==> config.mk <==
export PLATFORM = sky130hd
export DESIGN_NAME = button_bounce_emulator
export DESIGN_NICKNAME = d
export VERILOG_FILES = /design/src/rtl/button_bounce_emulator.sv
export SDC_FILE = /design/constraint.sdc
export NUM_CORES = 1
export LEC_CHECK = 0
export ABC_AREA = 0
export BUFFER_PORTS_ARGS = -buffer_cell sky130_fd_sc_hd__buf_2
export CELL_PAD_IN_SITES_DETAIL_PLACEMENT = 1
export CELL_PAD_IN_SITES_GLOBAL_PLACEMENT = 1
export CORE_ASPECT_RATIO = 0.7
export CORE_MARGIN = 2
export CORE_UTILIZATION = 49
export CTS_BUF_LIST = sky130_fd_sc_hd__clkbuf_16
export CTS_CLUSTER_SIZE = 20
export DETAILED_ROUTE_END_ITERATION = 10
export GPL_TIMING_DRIVEN = 1
export PLACE_DENSITY_LB_ADDON = 0.1
export SKIP_LAST_GASP = 1
export SLEW_MARGIN = 5
export SYNTH_ARGS = -nofsm -noshare
export SYNTH_HDL_FRONTEND = slang
export SYNTH_SLANG_ARGS = --single-unit
==> constraint.sdc <==
create_clock -name clk -period 2.7 [get_ports clk]
set_clock_uncertainty 0.2 [all_clocks]
set_input_delay 0.135 -clock clk [delete_from_list [all_inputs] [get_ports clk]]
set_output_delay 0.135 -clock clk [all_outputs]
set_load 0.05 [all_outputs]
==> src/rtl/button_bounce_emulator.sv <==
// Bouncy-button waveform source: a target level accepted over valid/ready becomes an LFSR-timed
// toggle burst, then a stable hold. Define BOUNCE_EMU_STATS_EN to add the glitch_cnt output.
module button_bounce_emulator #(
  parameter int unsigned clock_freq    = 100_000_000,
  parameter int unsigned bounce_time   = 800,
  parameter int unsigned glitch_max    = 50,
  parameter int unsigned settle_time   = 1000,
  parameter logic        initial_value = 1'b0,
  parameter logic [15:0] lfsr_seed     = 16'hACE1
) (
  input  logic        clk,
  input  logic        rst_n,
  input  logic        cmd_valid,
  input  logic        cmd_level,
  output logic        cmd_ready,
  output logic        signal_o,
  output logic        busy,
`ifdef BOUNCE_EMU_STATS_EN
  output logic [15:0] glitch_cnt,
`endif
  output logic        done
);

  localparam int unsigned CycPerUs  = clock_freq / 1_000_000;
  localparam int unsigned BounceCyc = CycPerUs * bounce_time;
  localparam int unsigned GlitchCyc = CycPerUs * glitch_max;
  localparam int unsigned SettleCyc = CycPerUs * settle_time;
  localparam int unsigned GW        = $clog2(GlitchCyc);
  localparam int unsigned GlW       = GW + 1;
  localparam int unsigned WinW      = $clog2(BounceCyc) + 1;
  localparam int unsigned SetW      = $clog2(SettleCyc) + 1;
  localparam logic [15:0] Seed      = (lfsr_seed == 16'h0) ? 16'hACE1 : lfsr_seed;
  localparam logic [15:0] LfsrMask  = 16'hB400;

  if (BounceCyc < 1 || SettleCyc < 1 || GlitchCyc < 2) begin : gen_param_check
    $error("button_bounce_emulator: need BOUNCE_CYC>=1, SETTLE_CYC>=1, GLITCH_CYC>=2");
  end

  typedef enum logic [1:0] {StIdle, StBounce, StSettle} state_e;

  state_e            state_q, state_d;
  logic              sig_q, sig_d;
  logic              target_q, target_d;
  logic              done_q, done_d;
  logic [WinW-1:0]   win_q, win_d;
  logic [GlW-1:0]    gl_q, gl_d;
  logic [SetW-1:0]   set_q, set_d;
  logic [15:0]       lfsr_q, lfsr_d;
  logic [GlW-1:0]    gl_reload;
  logic              accept;
  logic              toggle;

  assign accept    = cmd_valid && (state_q == StIdle);
  // Run length 1..2^GW drawn from the low LFSR bits.
  assign gl_reload = {1'b0, lfsr_q[GW-1:0]} + GlW'(1);

  always_comb begin
    state_d  = state_q;
    sig_d    = sig_q;
    target_d = target_q;
    win_d    = win_q;
    gl_d     = gl_q;
    set_d    = set_q;
    done_d   = 1'b0;
    toggle   = 1'b0;
    lfsr_d   = lfsr_q[0] ? ((lfsr_q >> 1) ^ LfsrMask) : (lfsr_q >> 1);

    case (state_q)
      StIdle: begin
        if (accept) begin
          if (cmd_level == sig_q) begin
            done_d = 1'b1;
          end else begin
            sig_d    = cmd_level;
            target_d = cmd_level;
            win_d    = WinW'(BounceCyc - 1);
            gl_d     = gl_reload;
            state_d  = StBounce;
          end
        end
      end
      StBounce: begin
        // Window expiry wins over a same-cycle glitch expiry so the line ends on target.
        if (win_q == '0) begin
          sig_d   = target_q;
          set_d   = SetW'(SettleCyc - 1);
          state_d = StSettle;
        end else begin
          win_d = win_q - WinW'(1);
          if (gl_q == GlW'(1)) begin
            sig_d  = ~sig_q;
            gl_d   = gl_reload;
            toggle = 1'b1;
          end else begin
            gl_d = gl_q - GlW'(1);
          end
        end
      end
      StSettle: begin
        if (set_q == '0) begin
          state_d = StIdle;
          done_d  = 1'b1;
        end else begin
          set_d = set_q - SetW'(1);
        end
      end
      default: state_d = StIdle;
    endcase
  end

  always_ff @(posedge clk or negedge rst_n) begin
    if (!rst_n) begin
      state_q  <= StIdle;
      sig_q    <= initial_value;
      target_q <= initial_value;
      done_q   <= 1'b0;
      win_q    <= '0;
      gl_q     <= '0;
      set_q    <= '0;
      lfsr_q   <= Seed;
    end else begin
      state_q  <= state_d;
      sig_q    <= sig_d;
      target_q <= target_d;
      done_q   <= done_d;
      win_q    <= win_d;
      gl_q     <= gl_d;
      set_q    <= set_d;
      lfsr_q   <= lfsr_d;
    end
  end

  assign signal_o  = sig_q;
  assign done      = done_q;
  assign cmd_ready = (state_q == StIdle);
  assign busy      = (state_q != StIdle);

`ifdef BOUNCE_EMU_STATS_EN
  logic [15:0] glitch_q, glitch_d;

  always_comb begin
    glitch_d = glitch_q;
    if (accept) begin
      glitch_d = '0;
    end else if (toggle && glitch_q != 16'hFFFF) begin
      glitch_d = glitch_q + 16'd1;
    end
  end

  always_ff @(posedge clk or negedge rst_n) begin
    if (!rst_n) begin
      glitch_q <= '0;
    end else begin
      glitch_q <= glitch_d;
    end
  end

  assign glitch_cnt = glitch_q;
`else
  logic unused_toggle;
  assign unused_toggle = toggle;
`endif

endmodule

Word level (Yosys, flattened, before mapping). Cells that the tools add are included.

Bits in writable memories: 0. Output and inout bits: 4. Logic and storage cells: 65. Memories kept: 0. Latch bits: 0. Register bits: 71. Memory bits (read-only): 0. Bits of input ports: 4.

$mul: 0. Add/subtract/negate cells: 4. Reduce and logical (&&, ||, !) cells: 12. Shifts and indexed selects: 0. Equality and inequality tests: 11. Order comparisons: 0. Muxes and demuxes: 27. Div/mod/pow operators: 0. Bitwise gates (word level): 3.

Operator list (count): two-way mux 18 bit (5); case mux 18 bit (2 select lines) (2); two-way mux 14 bit (4); logical NOT 18 bit (2); subtractor 18 x 1 -> 18 bit (second input constant) (2); case mux 14 bit (2 select lines) (1); two-way mux 16 bit (1); adder 13 x 1 -> 14 bit (second input constant) (1); equality test 14 x 1 -> 1 bit (second input constant) (1); subtractor 14 x 1 -> 14 bit (second input constant) (1); AND reduction 4 bit (3); != test 2 bit (second input constant) (5); two-way mux 2 bit (4); two-way mux 1 bit (7); case mux 2 bit (3 select lines) (1); AND reduction 3 bit (2); nonzero test 2 bit (3); NOT 3 -> 4 bit (1); case mux 1 bit (2 select lines) (2); != test 3 bit (second input constant) (1); equality test 2 x 1 -> 1 bit (second input constant) (1); equality test 2 bit (second input constant) (1); logical NOT 2 bit (1); != test 2 x 1 -> 1 bit (second input constant) (1); other kinds (3) (4).

Logic depth before layout (Yosys ltp).
Depth after elaboration: 4. Depth in mapped cells: 10. Gate-level depth less buffers: 8.

Worst setup path before layout. OpenSTA, ideal clock, no wires.

Path kind: flip-flop to flip-flop. From: register set_q[0]. To: register set_q[7]. Setup slack: 0.264 ns. Setup time: 0.129 ns. Period minus slack after synthesis: 2.436 ns. Required time: 2.371 ns. Stages on the path, launching flop included: 9. Arrival time: 2.107 ns. Path buffers: 1. Path through: dfrtp_1 inv_1 ha_1 or4b_2 or4_1 buf_2 o211ai_2 xor2_1 nand2_1.

Longest elaborated chain between the ends: 3. Elaborated cells on any way between the ends: 6. Those cells by class: 1 x add/sub; 1 x eq/ne; 2 x mux; 2 x reduce/logical.

Ends and longest elaborated chain: start, declared (RTL line 47) `logic [SetW-1:0] set_q, set_d;`; start signal, assigned (RTL line 128) `set_q <= set_d;`; subtractor 18 x 1 -> 18 bit / logical NOT 18 bit (equally long branches) (RTL line 104, 100); two-way mux 18 bit / != test 2 bit (equally long branches); case mux 18 bit (2 select lines) / AND reduction 3 bit (equally long branches).

Several ways; a longest one is shown, not always the timed one. The select of a mux whose other input is x is not followed. A chain may end at the register's enable or synchronous reset.

Final worst setup path. Same ends and word-level chain as after synthesis.

==> out/results.ini <==
[status]
status = finished, final reports clean

[setup_path]
required_ns = 2.70
worstRegToRegCells = 7
rrSetupSlack_ns = 0.1
cp.arrival_ns = 2.60
cp-startpoint = set_q[0]$_DFFE_PN0P_
worstSetupPathType = reg -> reg
endpoint = set_q[7]$_DFFE_PN0P_
end_kind = flip-flop
r2r_start = set_q[0]$_DFFE_PN0P_
regToRegEndpoint = set_q[7]$_DFFE_PN0P_
startpoint_type = flip-flop
critPathMaxFanout = 8

[logic_synthesis]
synth.cell_area_um2 = 3740
post-synth-top-count-cell = dfrtp_1
synth_nets = 400
yosys-top-cells-area = dfrtp_1 (42%), dfstp_2 (5.6%), xor2_1 (4.0%), xnor2_1 (3.5%), o21ai_0 (3.3%)
async_reset_ff_share_pct = 100
synth.distinct_cells = 55
synth_edf_count = 0
synth_area_per_cell_um2 = 9.56
ys.flop_type = dfrtp_1
synth_top_area_share_pct = 42.2
syn_inst = 391
yosys_warnings = 0
netlist_top_cells_count = dfrtp_1 (63), nor2_1 (32), nand2_1 (28)
ys_ff_latch = 71
synth-seq-area-share_pct = 47.8
yosysTopAreaCell = dfrtp_1

[timing]
setup_violations = 0
finalCriticalPeriod_ns = 2.60
fmax_mhz = 384
post-route-period-util_pct = 96.4
worst_slew_pin_slew_ns = 0.605
finalHoldViolCount = 0
drv_slew = 0
timing.hold.ws_ns = 0.186
slew_headroom_pct = 59.7
tns_ns = 0
rsz0062_at_grt = no

[placed_design]
place_inst = 496
place.gp.congestion = 0.811
hpwlAfterDp_um = 6730
io_buffer_count = 7

[power_and_ir_drop]
p_per_area_nw_per_um2 = 817
ir_worst_vdd_mv = 0.379
p_leak_nw = 1.86

[min_path]
holdCritPathClass = in -> async

[floorplan]
coreArea_um2 = 7350
io_pins = 8
die_y_um = 77.1
start_util_pct = 50.8
die_area_um2 = 8350
dieWidth_um = 108
rows = 26

[grt]
antenna_found_initial = 0
grt_pass1_vias = 3260
grt_pass1_wl_um = 16600
track_usage_pct = 25.7
grt_max_degree = 38
grt_overflow = 0

[cts]
clk_pin_slew_worst_paths_ns = 0.06
numCtsBuffers = 9
clock_path_buffers = 2
htree_levels = 3
clock-sinks = 71
clk_latency_ns = 0.34
cts_setup_buffers = 0
cts-root-buf = clkbuf_16
cts_tree = done

[routing]
viasPerCell = 6.01
drcViolationCount = 0
drtAntennaViolNets = 0
detail_route.wl_per_cell_um = 18.7
drtIter0Drc = 135
first_pass_iters = 4
num_vias = 3095
wl_um = 9640

[layout]
fin_cells = 515
area_delta_synth_final_pct = 15.1
drive_gt1_share_pct = 13.7
nNetsFinal = 421
diodes = 0
final_util_pct = 58.5

[flow_run]
drv_cap = 0

through the flow:
step / area [µm²] / power, mW / setup WS, ns
after detailed placement: 3950 / 2.25 / 0.00812
after global placement: 3950 / 2.19 / 0.116
after global routing: 4300 / 3.72 / 0.00229
final: 4300 / 3.52 / 0.0979
after floorplan: 3740 / 1.97 / 0.264
after CTS: 4300 / 3.54 / 0.101
metal layers:
| layer | up-vias | share of wire [%] | GRT usage [%] |
|---|---|---|---|
| met5 | - | 0 | 0 |
| met4 | 0 | 0.81 | 6.41 |
| met3 | 7 | 2.4 | 5.87 |
| met2 | 32 | 46 | 38.9 |
| met1 | 1576 | 51 | 37.4 |
| li1 | 1480 | - | - |
cell type report:
type	instances	area [µm²]
inverter	13	48.8
clock buffer	9	225
clock inverter	7	90.1
sequential	71	1790
fill	854	3050
multi-input combinational	293	1850
tap	98	123
timing repair buffer	24	183
registers in the layout, indices dropped and copies added, names as in the netlist:
name,flops
target_q,1
lfsr_q,16
signal_o,1
done,1
win_q,18
state_q,2
set_q,18
gl_q,14
cells in the final DEF (no fill, tap or decap), drive strengths merged, types with 9 or more instances in the layout:
cell type  synthesis  routed
xnor2             15      15
o21ai             28      28
nor3              16      16
buf                5      21
dfrtp             63      63
or3               11      11
nor4              16      16
xor2              17      17
nand2             28      28
inv               13      15
a21oi             22      22
clkbuf             9       9
nand3             24      24
nor2              32      32
timing repair:
| action | in CTS | in global routing |
|---|---|---|
| gates resized for setup | 1 | 0 |
| endpoints found under the setup margin | 1 | 0 |
| hold buffers | 3 | 0 |
| endpoints found under the hold margin | 65 | 0 |
critical path, cell delays in order, from the launching register on:
cell and delay [ns]:
dfrtp_1 0.41, inv_1 0.08, ha_1 0.22, or4b_2 0.63, or4_4 0.50, o211ai_2 0.17, xor2_1 0.19, nand2_1 0.07
cell families after synthesis:
logic type / count (synthesis) / synth area share [%]
AO/OA/AOI/OAI: 82 / 14.0
multiplexers: 4 / 1.07
AND/OR/NAND/NOR: 170 / 25.1
flip-flops: 71 / 47.8
buffers and inverters: 27 / 2.88
adder cells (fa/ha/maj): 5 / 1.67
XOR/XNOR: 32 / 7.50
worst min path at each step:
stage,end,slack [ns],cells past startpoint
after detailed placement,gl_q[9]$_DFFE_PN0P_,0.02,2
after global placement,gl_q[9]$_DFFE_PN0P_,0.01,2
final,set_q[2]$_DFFE_PN0P_,0.19,3
after CTS,lfsr_q[14]$_DFF_PN0_,0.19,0
after global routing,lfsr_q[14]$_DFF_PN0_,0.20,0
after floorplan,done$_DFF_PN0_,-0.36,0
power breakdown:
part | switching, mW | internal, mW | total (mW)
combinational | 0.413 | 0.301 | 0.715
sequential | 0.259 | 1.28 | 1.54
clock | 0.459 | 0.803 | 1.26
No activity file was read; power rests on OpenSTA's default activity.
